$ cat src/rtl/async_fifo_if.sv
// Producer/consumer bus of the FIFO.
// Handshake: a write is taken on a rising edge when wr_en=1 and full=0, and a
// read is taken when rd_en=1 and empty=0. A taken read presents its word on
// rdata with valid=1 for exactly the following cycle. A request that is not
// taken is dropped, and the matching error pulse (overflow/underflow) is raised
// for one cycle. The bus has no hold or retry semantics.
interface async_fifo_if #(
  parameter int data_width = 8
);
  logic                  wr_en;
  logic [data_width-1:0] wdata;
  logic                  rd_en;
  logic [data_width-1:0] rdata;
  logic                  full;
  logic                  empty;
  logic                  valid;
  logic                  overflow;
  logic                  underflow;

  modport master (
    output wr_en, wdata, rd_en,
    input  rdata, full, empty, valid, overflow, underflow
  );

  modport slave (
    input  wr_en, wdata, rd_en,
    output rdata, full, empty, valid, overflow, underflow
  );
endinterface

$ cat src/rtl/async_fifo.sv
// Single-clock FIFO with registered read data, a valid strobe, and
// overflow/underflow pulses. The pointers carry one extra wrap bit, so full and
// empty can be decoded directly from them without a separate counter.
module async_fifo #(
  parameter int data_width   = 8,
  parameter int fifo_depth   = 16,
  parameter int address_size = 5
) (
  input  logic         wr_clk,
  input  logic         rd_clk,
  input  logic         rst,
  async_fifo_if.slave  bus
);
  localparam int idx_w = address_size - 1;

  // rd_clk shares its net with wr_clk, so the design never reads it.
  logic unused_rd_clk;
  assign unused_rd_clk = rd_clk;

  logic [data_width-1:0]   mem_q [fifo_depth];
  logic [address_size-1:0] wr_ptr_q, wr_ptr_d;
  logic [address_size-1:0] rd_ptr_q, rd_ptr_d;
  logic [data_width-1:0]   rdata_q, rdata_d;
  logic                    valid_q, valid_d;
  logic                    overflow_q, overflow_d;
  logic                    underflow_q, underflow_d;

  logic [idx_w-1:0] wr_idx, rd_idx;
  logic             full_w, empty_w;
  logic             wr_acc, rd_acc;

  assign wr_idx  = wr_ptr_q[idx_w-1:0];
  assign rd_idx  = rd_ptr_q[idx_w-1:0];
  assign empty_w = (wr_ptr_q == rd_ptr_q);
  assign full_w  = (wr_ptr_q[address_size-1] != rd_ptr_q[address_size-1]) &&
                   (wr_idx == rd_idx);
  assign wr_acc  = bus.wr_en & ~full_w;
  assign rd_acc  = bus.rd_en & ~empty_w;

  // Next-state: advance the pointers on accepted requests, capture the popped
  // word, and flag any refused requests for the following cycle.
  always_comb begin
    wr_ptr_d    = wr_ptr_q;
    rd_ptr_d    = rd_ptr_q;
    rdata_d     = rdata_q;
    valid_d     = 1'b0;
    overflow_d  = bus.wr_en & full_w;
    underflow_d = bus.rd_en & empty_w;
    if (wr_acc) begin
      wr_ptr_d = wr_ptr_q + address_size'(1);
    end
    if (rd_acc) begin
      rd_ptr_d = rd_ptr_q + address_size'(1);
      rdata_d  = mem_q[rd_idx];
      valid_d  = 1'b1;
    end
  end

  // Pointer and status registers. Reset overrides any request in flight.
  always_ff @(posedge wr_clk) begin
    if (rst) begin
      wr_ptr_q    <= '0;
      rd_ptr_q    <= '0;
      rdata_q     <= '0;
      valid_q     <= 1'b0;
      overflow_q  <= 1'b0;
      underflow_q <= 1'b0;
    end else begin
      wr_ptr_q    <= wr_ptr_d;
      rd_ptr_q    <= rd_ptr_d;
      rdata_q     <= rdata_d;
      valid_q     <= valid_d;
      overflow_q  <= overflow_d;
      underflow_q <= underflow_d;
    end
  end

  // Storage write. Memory is not cleared on reset, but no write is taken
  // while reset is high.
  always_ff @(posedge wr_clk) begin
    if (!rst && wr_acc) begin
      mem_q[wr_idx] <= bus.wdata;
    end
  end

  assign bus.rdata     = rdata_q;
  assign bus.valid     = valid_q;
  assign bus.overflow  = overflow_q;
  assign bus.underflow = underflow_q;
  assign bus.full      = full_w;
  assign bus.empty     = empty_w;
endmodule

$ cat src/flat_wrapper.sv
// flat-port wrapper written by rule: the top's interface ports become plain ports
module async_fifo_flat 
#(
  parameter int data_width   = 8,
  parameter int fifo_depth   = 16,
  parameter int address_size = 5
)
  (wr_clk, rd_clk, rst, bus_wr_en, bus_wdata, bus_rd_en, bus_rdata, bus_full, bus_empty, bus_valid, bus_overflow, bus_underflow);
  async_fifo_if #(.data_width(data_width)) bus_i ();
  input  logic wr_clk;
  input  logic rd_clk;
  input  logic rst;
  input wire logic [$bits(bus_i.wr_en)-1:0] bus_wr_en;
  input wire logic [$bits(bus_i.wdata)-1:0] bus_wdata;
  input wire logic [$bits(bus_i.rd_en)-1:0] bus_rd_en;
  output wire logic [$bits(bus_i.rdata)-1:0] bus_rdata;
  output wire logic [$bits(bus_i.full)-1:0] bus_full;
  output wire logic [$bits(bus_i.empty)-1:0] bus_empty;
  output wire logic [$bits(bus_i.valid)-1:0] bus_valid;
  output wire logic [$bits(bus_i.overflow)-1:0] bus_overflow;
  output wire logic [$bits(bus_i.underflow)-1:0] bus_underflow;
  assign bus_i.wr_en = bus_wr_en;
  assign bus_i.wdata = bus_wdata;
  assign bus_i.rd_en = bus_rd_en;
  assign bus_rdata = bus_i.rdata;
  assign bus_full = bus_i.full;
  assign bus_empty = bus_i.empty;
  assign bus_valid = bus_i.valid;
  assign bus_overflow = bus_i.overflow;
  assign bus_underflow = bus_i.underflow;
  async_fifo #(.data_width(data_width), .fifo_depth(fifo_depth), .address_size(address_size)) u_core (.wr_clk(wr_clk), .rd_clk(rd_clk), .rst(rst), .bus(bus_i));
endmodule
$ cat config.mk
export PLATFORM = sky130hd
export DESIGN_NAME = async_fifo_flat
export DESIGN_NICKNAME = d
export VERILOG_FILES = /design/src/rtl/async_fifo_if.sv /design/src/rtl/async_fifo.sv /design/src/flat_wrapper.sv
export SDC_FILE = /design/constraint.sdc
export NUM_CORES = 1
export LEC_CHECK = 0
export ABC_AREA = 0
export CORE_ASPECT_RATIO = 1.1
export CORE_MARGIN = 3
export CORE_UTILIZATION = 35
export DETAILED_ROUTE_END_ITERATION = 16
export PLACE_DENSITY_LB_ADDON = 0.08
export SLEW_MARGIN = 5
export SYNTH_ARGS = -nofsm -noshare
export SYNTH_HDL_FRONTEND = slang
export SYNTH_SLANG_ARGS = --single-unit
$ cat constraint.sdc
create_clock -name wr_clk -period 4.3 [get_ports wr_clk]
set_input_delay 0.43 -clock wr_clk [delete_from_list [all_inputs] [get_ports wr_clk]]
set_output_delay 0.43 -clock wr_clk [all_outputs]
set_load 0.005 [all_outputs]
==> flow_summary.toml, run 1 <==
[power]
ir_drop_mv = 0.260
p_comb_share_pct = 10.7
power_frac_seq_pct = 45.6
internal_power_w = 0.00275
clock_power_share_pct = 43.6
powerDensity_nw_per_um2 = 493
p_switching_w = 0.000814
power_leakage_nw = 2.27
switching_share_pct = 22.9

[floorplan]
std_cell_rows = 49
die_w_um = 131
die_h_um = 143
start_util_pct = 36.3
io_pins = 26
fp.coreArea_um2 = 16600
dieArea_um2 = 18800

[global_routing]
antenna_found_initial = 0
grt_max_degree = 52
grt_pass1_wl_um = 19800
grtUsageTotal_pct = 15.0
grt_pass1_vias = 3158
overflow = 0

[setup_path]
crit_path_end_kind = "output pin"
critPathKind = "reg -> out"
required_ns = 3.87
critPathMaxFanout = 20
setup.worst_path.end = "bus_empty"
critPathLaunchType = "register"
cp.arrival_ns = 2.44
crit_start = "u_core.rd_ptr_q[3]$_SDFFE_PP0P_"
rr_startpoint = "u_core.rd_ptr_q[3]$_SDFFE_PP0P_"
r2r_slack_ns = 1.57
r2r_cells = 5
r2r-end = "u_core.mem_q[1][4]$_DFFE_PP_"

[drt]
wl_per_cell_um = 21.5
ant_nets = 0
remaining_drc_errors = 0
drt_iter0_markers = 205
drtPass1Iterations = 4
routed_wl_um = 13000
vias = 3148
vias_per_cell = 5.20

[logic_synthesis]
ys_seq_area_share_pct = 71.1
synth_warnings = 0
ys_seq_elements = 149
synthDistinctLibCells = 35
async_flop_share_pct = 0
synth_enable_flop_cells = 128
syn_area_um2 = 6000
syn_avg_cell_area_um2 = 17.3
syn_nets = 365
ys.flop_type = "edfxtp_1"
syn_inst = 347

[placed_design]
gp_congestion = 0.735
numPortBuffers = 24
hpwl_um = 8230
placed_cell_area_um2 = 6590

[sta]
drv_slew = 0
period_minus_slack_ns = 2.87
hold_violations = 0
clock.fmax_mhz = 349
slew_headroom_pct = 36.5
fin_crit_sh_pct = 66.7
finClkSkew_ns = 0.00820
rsz0062_at_grt = "false"
finalSetupViolCount = 0
finalSetupTns_ns = 0
hold_ws_ns = 0.489
tightest_slew_ns = 0.945

[clocking]
ctsHtreeMaxLevel = 4
cts.sinks = 149
cts_resized = 0
clock-root-buffer = "clkbuf_16"
cts_tree = "done"
hold_buffers = 0
postCtsSetupBuffers = 0
clock_latency_ns = 0.41
clk_pin_slew_worst_paths_ns = 0.06
clockBufferDepth = 2
numCtsBuffers = 17

[status]
status = "completed"

[cells_and_area]
final_core_util_pct = 43.6
final_net_count = 406
final_area_um2 = 7220
diodes = 0
syn_to_final_growth_pct = 20.3
drive_gt1_share_pct = 27.2

[job]
maxCapViolations = 0

[worst_hold_path]
min_path_type = "reg -> reg"
cell families after synthesis:
logic type / after synthesis / share of synthesized area, %
compound gates: 34 / 4.48
xor+xnor: 13 / 1.90
fa+ha+maj: 5 / 1.04
buf+inv: 27 / 2.36
flops: 149 / 71.1
mux: 41 / 12.2
simple gates: 78 / 6.99
cells in the mapped netlist (all sizes together), types with 3 or more instances:
cell type | instances | share of area (%)
mux4 | 24 | 9.0
nor3 | 21 | 1.8
nor4b | 5 | 0.73
o21ai | 4 | 0.52
mux2 | 16 | 3.0
inv | 3 | 0.19
buf | 17 | 1.7
nor4 | 8 | 0.83
nand2 | 5 | 0.31
dfxtp | 21 | 7.0
nor2 | 19 | 1.2
o211ai | 4 | 0.50
xor2 | 5 | 0.73
nor2b | 9 | 0.94
clkbuf | 7 | 0.44
ha | 5 | 1.0
edfxtp | 128 | 64
nand2b | 5 | 0.52
xnor2 | 8 | 1.2
o22ai | 8 | 0.83
a211oi | 16 | 2.4
area by class of cell:
class                   instances  area (µm²)
clock buffers                  17         425
clock inverters                15         201
inverters                       3        11.3
fillers                      1478        9340
flip-flops and latches        149        4270
multi-input cells             171        1650
well taps                     204         255
repair buffers                 46         405
per-layer routing:
| metal | vias up | routed length, µm | track usage [%] |
|---|---|---|---|
| met4 | 0 | 229 | 5.36 |
| met2 | 59 | 6070 | 22.0 |
| li1 | 1461 | - | - |
| met3 | 13 | 431 | 3.79 |
| met1 | 1615 | 6280 | 21.8 |
| met5 | - | 0 | 0 |
worst max-delay path, cell delays in order, from the launching register on:
cell	delay, ns
dfxtp_1	0.90
xnor2_1	0.19
nand4_1	0.12
buf_4	0.19
nor2_1	0.11
clkdlybuf4s50_1	0.51
flip-flops by register name, summed over array words and instances (netlist names):
register              cells
u_core.mem_q            128
u_core.bus.rdata          8
u_core.rd_ptr_q           5
u_core.wr_ptr_q           5
u_core.bus.overflow       1
u_core.bus.underflow      1
u_core.bus.valid          1
power groups by stage:
| stage | combinational (W) | clock [W] | sequential (W) |
|---|---|---|---|
| after floorplan | 0.000228 | 0 | 0.00165 |
| after global placement | 0.000386 | 0 | 0.00166 |
| after detailed placement | 0.000389 | 0 | 0.00166 |
| after CTS | 0.000390 | 0.00159 | 0.00163 |
| after global routing | 0.000419 | 0.00166 | 0.00163 |
| final | 0.000382 | 0.00155 | 0.00163 |
cell usage in the layout (no fill, tap or decap), types with 3 or more instances in the layout:
master and n:
a211oi_1 11, a211oi_2 5, buf_4 22, bufinv_16 4, clkbuf_16 17, clkdlybuf4s50_1 24, clkinv_4 3, dfxtp_1 19
edfxtp_1 128, ha_1 5, inv_1 3, inv_6 4, mux2_2 16, mux4_2 24, nand2_1 5, nand2b_1 5
nor2_1 19, nor2b_1 9, nor3_1 21, nor4_1 3, nor4_2 5, nor4b_2 4, o211ai_1 4, o21ai_0 3
o22ai_1 8, xnor2_1 8, xor2_1 5
how the worst min path moves through the flow:
stage,startpoint,to,slack [ns],cells past startpoint
final,u_core.bus.rdata[3]$_SDFFE_PP0P_,u_core.bus.rdata[3]$_SDFFE_PP0P_,0.49,2
after floorplan,u_core.bus.rdata[0]$_SDFFE_PP0P_,u_core.bus.rdata[0]$_SDFFE_PP0P_,0.48,2
after global routing,u_core.bus.rdata[1]$_SDFFE_PP0P_,u_core.bus.rdata[1]$_SDFFE_PP0P_,0.51,2
after detailed placement,u_core.bus.rdata[3]$_SDFFE_PP0P_,u_core.bus.rdata[3]$_SDFFE_PP0P_,0.48,2
after global placement,u_core.bus.rdata[3]$_SDFFE_PP0P_,u_core.bus.rdata[3]$_SDFFE_PP0P_,0.48,2
after CTS,u_core.bus.rdata[3]$_SDFFE_PP0P_,u_core.bus.rdata[3]$_SDFFE_PP0P_,0.49,2
through the flow:
step           worst slack, ns  instances  power [W]
6_report                  1.43        605    0.00356
5_1_grt                   1.27        605    0.00370
4_1_cts                   1.40        605    0.00361
3_5_place_dp              1.51        573    0.00205
3_3_place_gp              1.47        573    0.00204
2_1_floorplan             1.90        347    0.00188
Power figures use the tool's default switching activity.
==> inputs of run 2 (changes only) <==
clock period = 2.82 ns   (was 4.3 ns; I/O delays follow)
==> run 2 against run 1 <==
- clock skew decreased by 0.0021 ns
- die area unchanged
- global-route usage increased by 0.57 points
- worst hold slack got worse by 0.00073 ns
- sequential cell count unchanged
- critical path type unchanged
- sequential share of layout area increased by 0.16 points
- total power increased by 46%
- routed wire length increased by 3.8%
- via count increased by 1.0%
- critical path depth unchanged
- cell area decreased by 0.28%
- combinational power increased by 55%
==> flow_summary.toml, run 2 (synthesis results as in run 1) <==
[status]
status = "completed"

[worst_hold_path]
holdPathStages = 2
min_path_type = "reg -> reg"
hp-start = "u_core.bus.rdata[2]$_SDFFE_PP0P_"
hold_end = "u_core.bus.rdata[2]$_SDFFE_PP0P_"

[floorplan]
fp.coreArea_um2 = 16600
start_util_pct = 36.3
dieArea_um2 = 18800
std_cell_rows = 49
io_pins = 26
die_h_um = 143
die_w_um = 131

[cells_and_area]
final_net_count = 412
largest_reg_flops = 128
layout_commonest_cell = "edfxtp_1"
diodes = 0
largest_register = "u_core.mem_q"
drive_gt1_share_pct = 27.6
final_core_util_pct = 43.5
layout_common_cells = "128 x edfxtp_1, 27 x buf_4, 24 x mux4_2, 24 x clkdlybuf4s50_1, 21 x nor3_1"
syn_to_final_growth_pct = 19.9

[placed_design]
numPortBuffers = 24
gp_congestion = 0.739
hpwl_um = 8520

[sta]
finalSetupViolCount = 0
fin_crit_sh_pct = 88.8
finalSetupTns_ns = 0
rsz0062_at_grt = "false"
finClkSkew_ns = 0.00612
hold_violations = 0
slew_headroom_pct = 51.2
drv_slew = 0
period_minus_slack_ns = 2.50
tightest_slew_ns = 0.730
clock.fmax_mhz = 399

[drt]
remaining_drc_errors = 0
wl_per_cell_um = 22.2
drtPass1Iterations = 4
drt_iter0_markers = 228
ant_nets = 0
vias_per_cell = 5.21
routed_wl_um = 13500
vias = 3181

[setup_path]
critPathKind = "reg -> out"
rr_startpoint = "u_core.rd_ptr_q[1]$_SDFFE_PP0P_"
crit_path_end_kind = "output pin"
critPathLaunchType = "register"
cpMaxStageDelayCell = "clkdlybuf4s50_1"
max_stage_delay_ns = 0.52
r2r_cells = 5
cp.arrival_ns = 2.22
critPathMaxFanout = 9
worstPathCellList = "xnor2_1 > nand4_1 > buf_4 > nor2_1 > clkdlybuf4s50_1"
r2r-end = "u_core.bus.rdata[6]$_SDFFE_PP0P_"
required_ns = 2.54
r2r_slack_ns = 0.61

[clocking]
clock_latency_ns = 0.41
clockBufferDepth = 2
cts_resized = 0
ctsHtreeMaxLevel = 4
postCtsSetupBuffers = 0
numCtsBuffers = 17
cts.sinks = 149
clk_pin_slew_worst_paths_ns = 0.06
cts_tree = "done"
hold_buffers = 0
clock-root-buffer = "clkbuf_16"

[power]
ir_drop_mv = 0.423
power_leakage_nw = 2.26
powerDensity_nw_per_um2 = 721
fin_total_pwr_w = 0.00519

[global_routing]
overflow = 0
grt_pass1_vias = 3257
grt_max_degree = 38
use_met3_pct = 4.05
grt_use_met1_pct = 21.4
busiest_layer = "met2"
antenna_found_initial = 0
grt_pass1_wl_um = 20500
grt_util_met2_pct = 23.0
grtUsageTotal_pct = 15.6

[job]
maxCapViolations = 0
==> run 2: routing by layer <==
layer	share of wire, %	vias to the layer above
li1	-	1464
met1	46	1627
met2	47	69
met3	3.8	21
met4	3.4	0
met5	0	-
==> run 2: final cells by class <==
| class | instances | area, µm² |
|---|---|---|
| tap | 204 | 255 |
| timing repair buffer | 52 | 463 |
| multi-input combinational | 171 | 1650 |
| clock inverter | 10 | 109 |
| fill | 1468 | 9360 |
| clock buffer | 21 | 440 |
| inverter | 3 | 11.3 |
| sequential | 149 | 4270 |
==> run 2: per-stage QoR <==
stage	worst slack, ns	cells	hold slack [ns]	cell area [µm²]
after CTS	0.272	610	0.494	7200
after detailed placement	0.615	579	0.482	6650
after floorplan	0.417	347	0.381	6000
final	0.315	610	0.489	7200
after global placement	0.598	579	0.481	6650
after global routing	0.151	610	0.514	7200
==> run 2: how the worst max path moves through the flow <==
stage / depth (start not counted) / from / end / slack (ns)
2_1_floorplan: 7 / u_core.rd_ptr_q[1]$_SDFFE_PP0P_ / u_core.mem_q[2][0]$_DFFE_PP_ / 0.42
4_1_cts: 5 / u_core.rd_ptr_q[1]$_SDFFE_PP0P_ / bus_empty / 0.27
3_5_place_dp: 6 / u_core.rd_ptr_q[1]$_SDFFE_PP0P_ / u_core.bus.rdata[7]$_SDFFE_PP0P_ / 0.62
6_report: 5 / u_core.rd_ptr_q[1]$_SDFFE_PP0P_ / bus_empty / 0.32
3_3_place_gp: 6 / u_core.rd_ptr_q[1]$_SDFFE_PP0P_ / u_core.bus.rdata[7]$_SDFFE_PP0P_ / 0.60
5_1_grt: 5 / u_core.rd_ptr_q[1]$_SDFFE_PP0P_ / bus_empty / 0.15
==> run 2: report_power, final <==
| group | switching (W) | internal (W) |
|---|---|---|
| sequential | 0.0000298 | 0.00245 |
| combinational | 0.000333 | 0.000260 |
| clock | 0.000833 | 0.00129 |
| total | 0.00120 | 0.00400 |
==> run 2: critical path, delay by kind of cell (launching register included) <==
| family | cells | cell delay [ns] |
|---|---|---|
| buf+inv | 2 | 0.77 |
| flops | 1 | 0.51 |
| xor+xnor | 1 | 0.17 |
| simple gates | 2 | 0.36 |
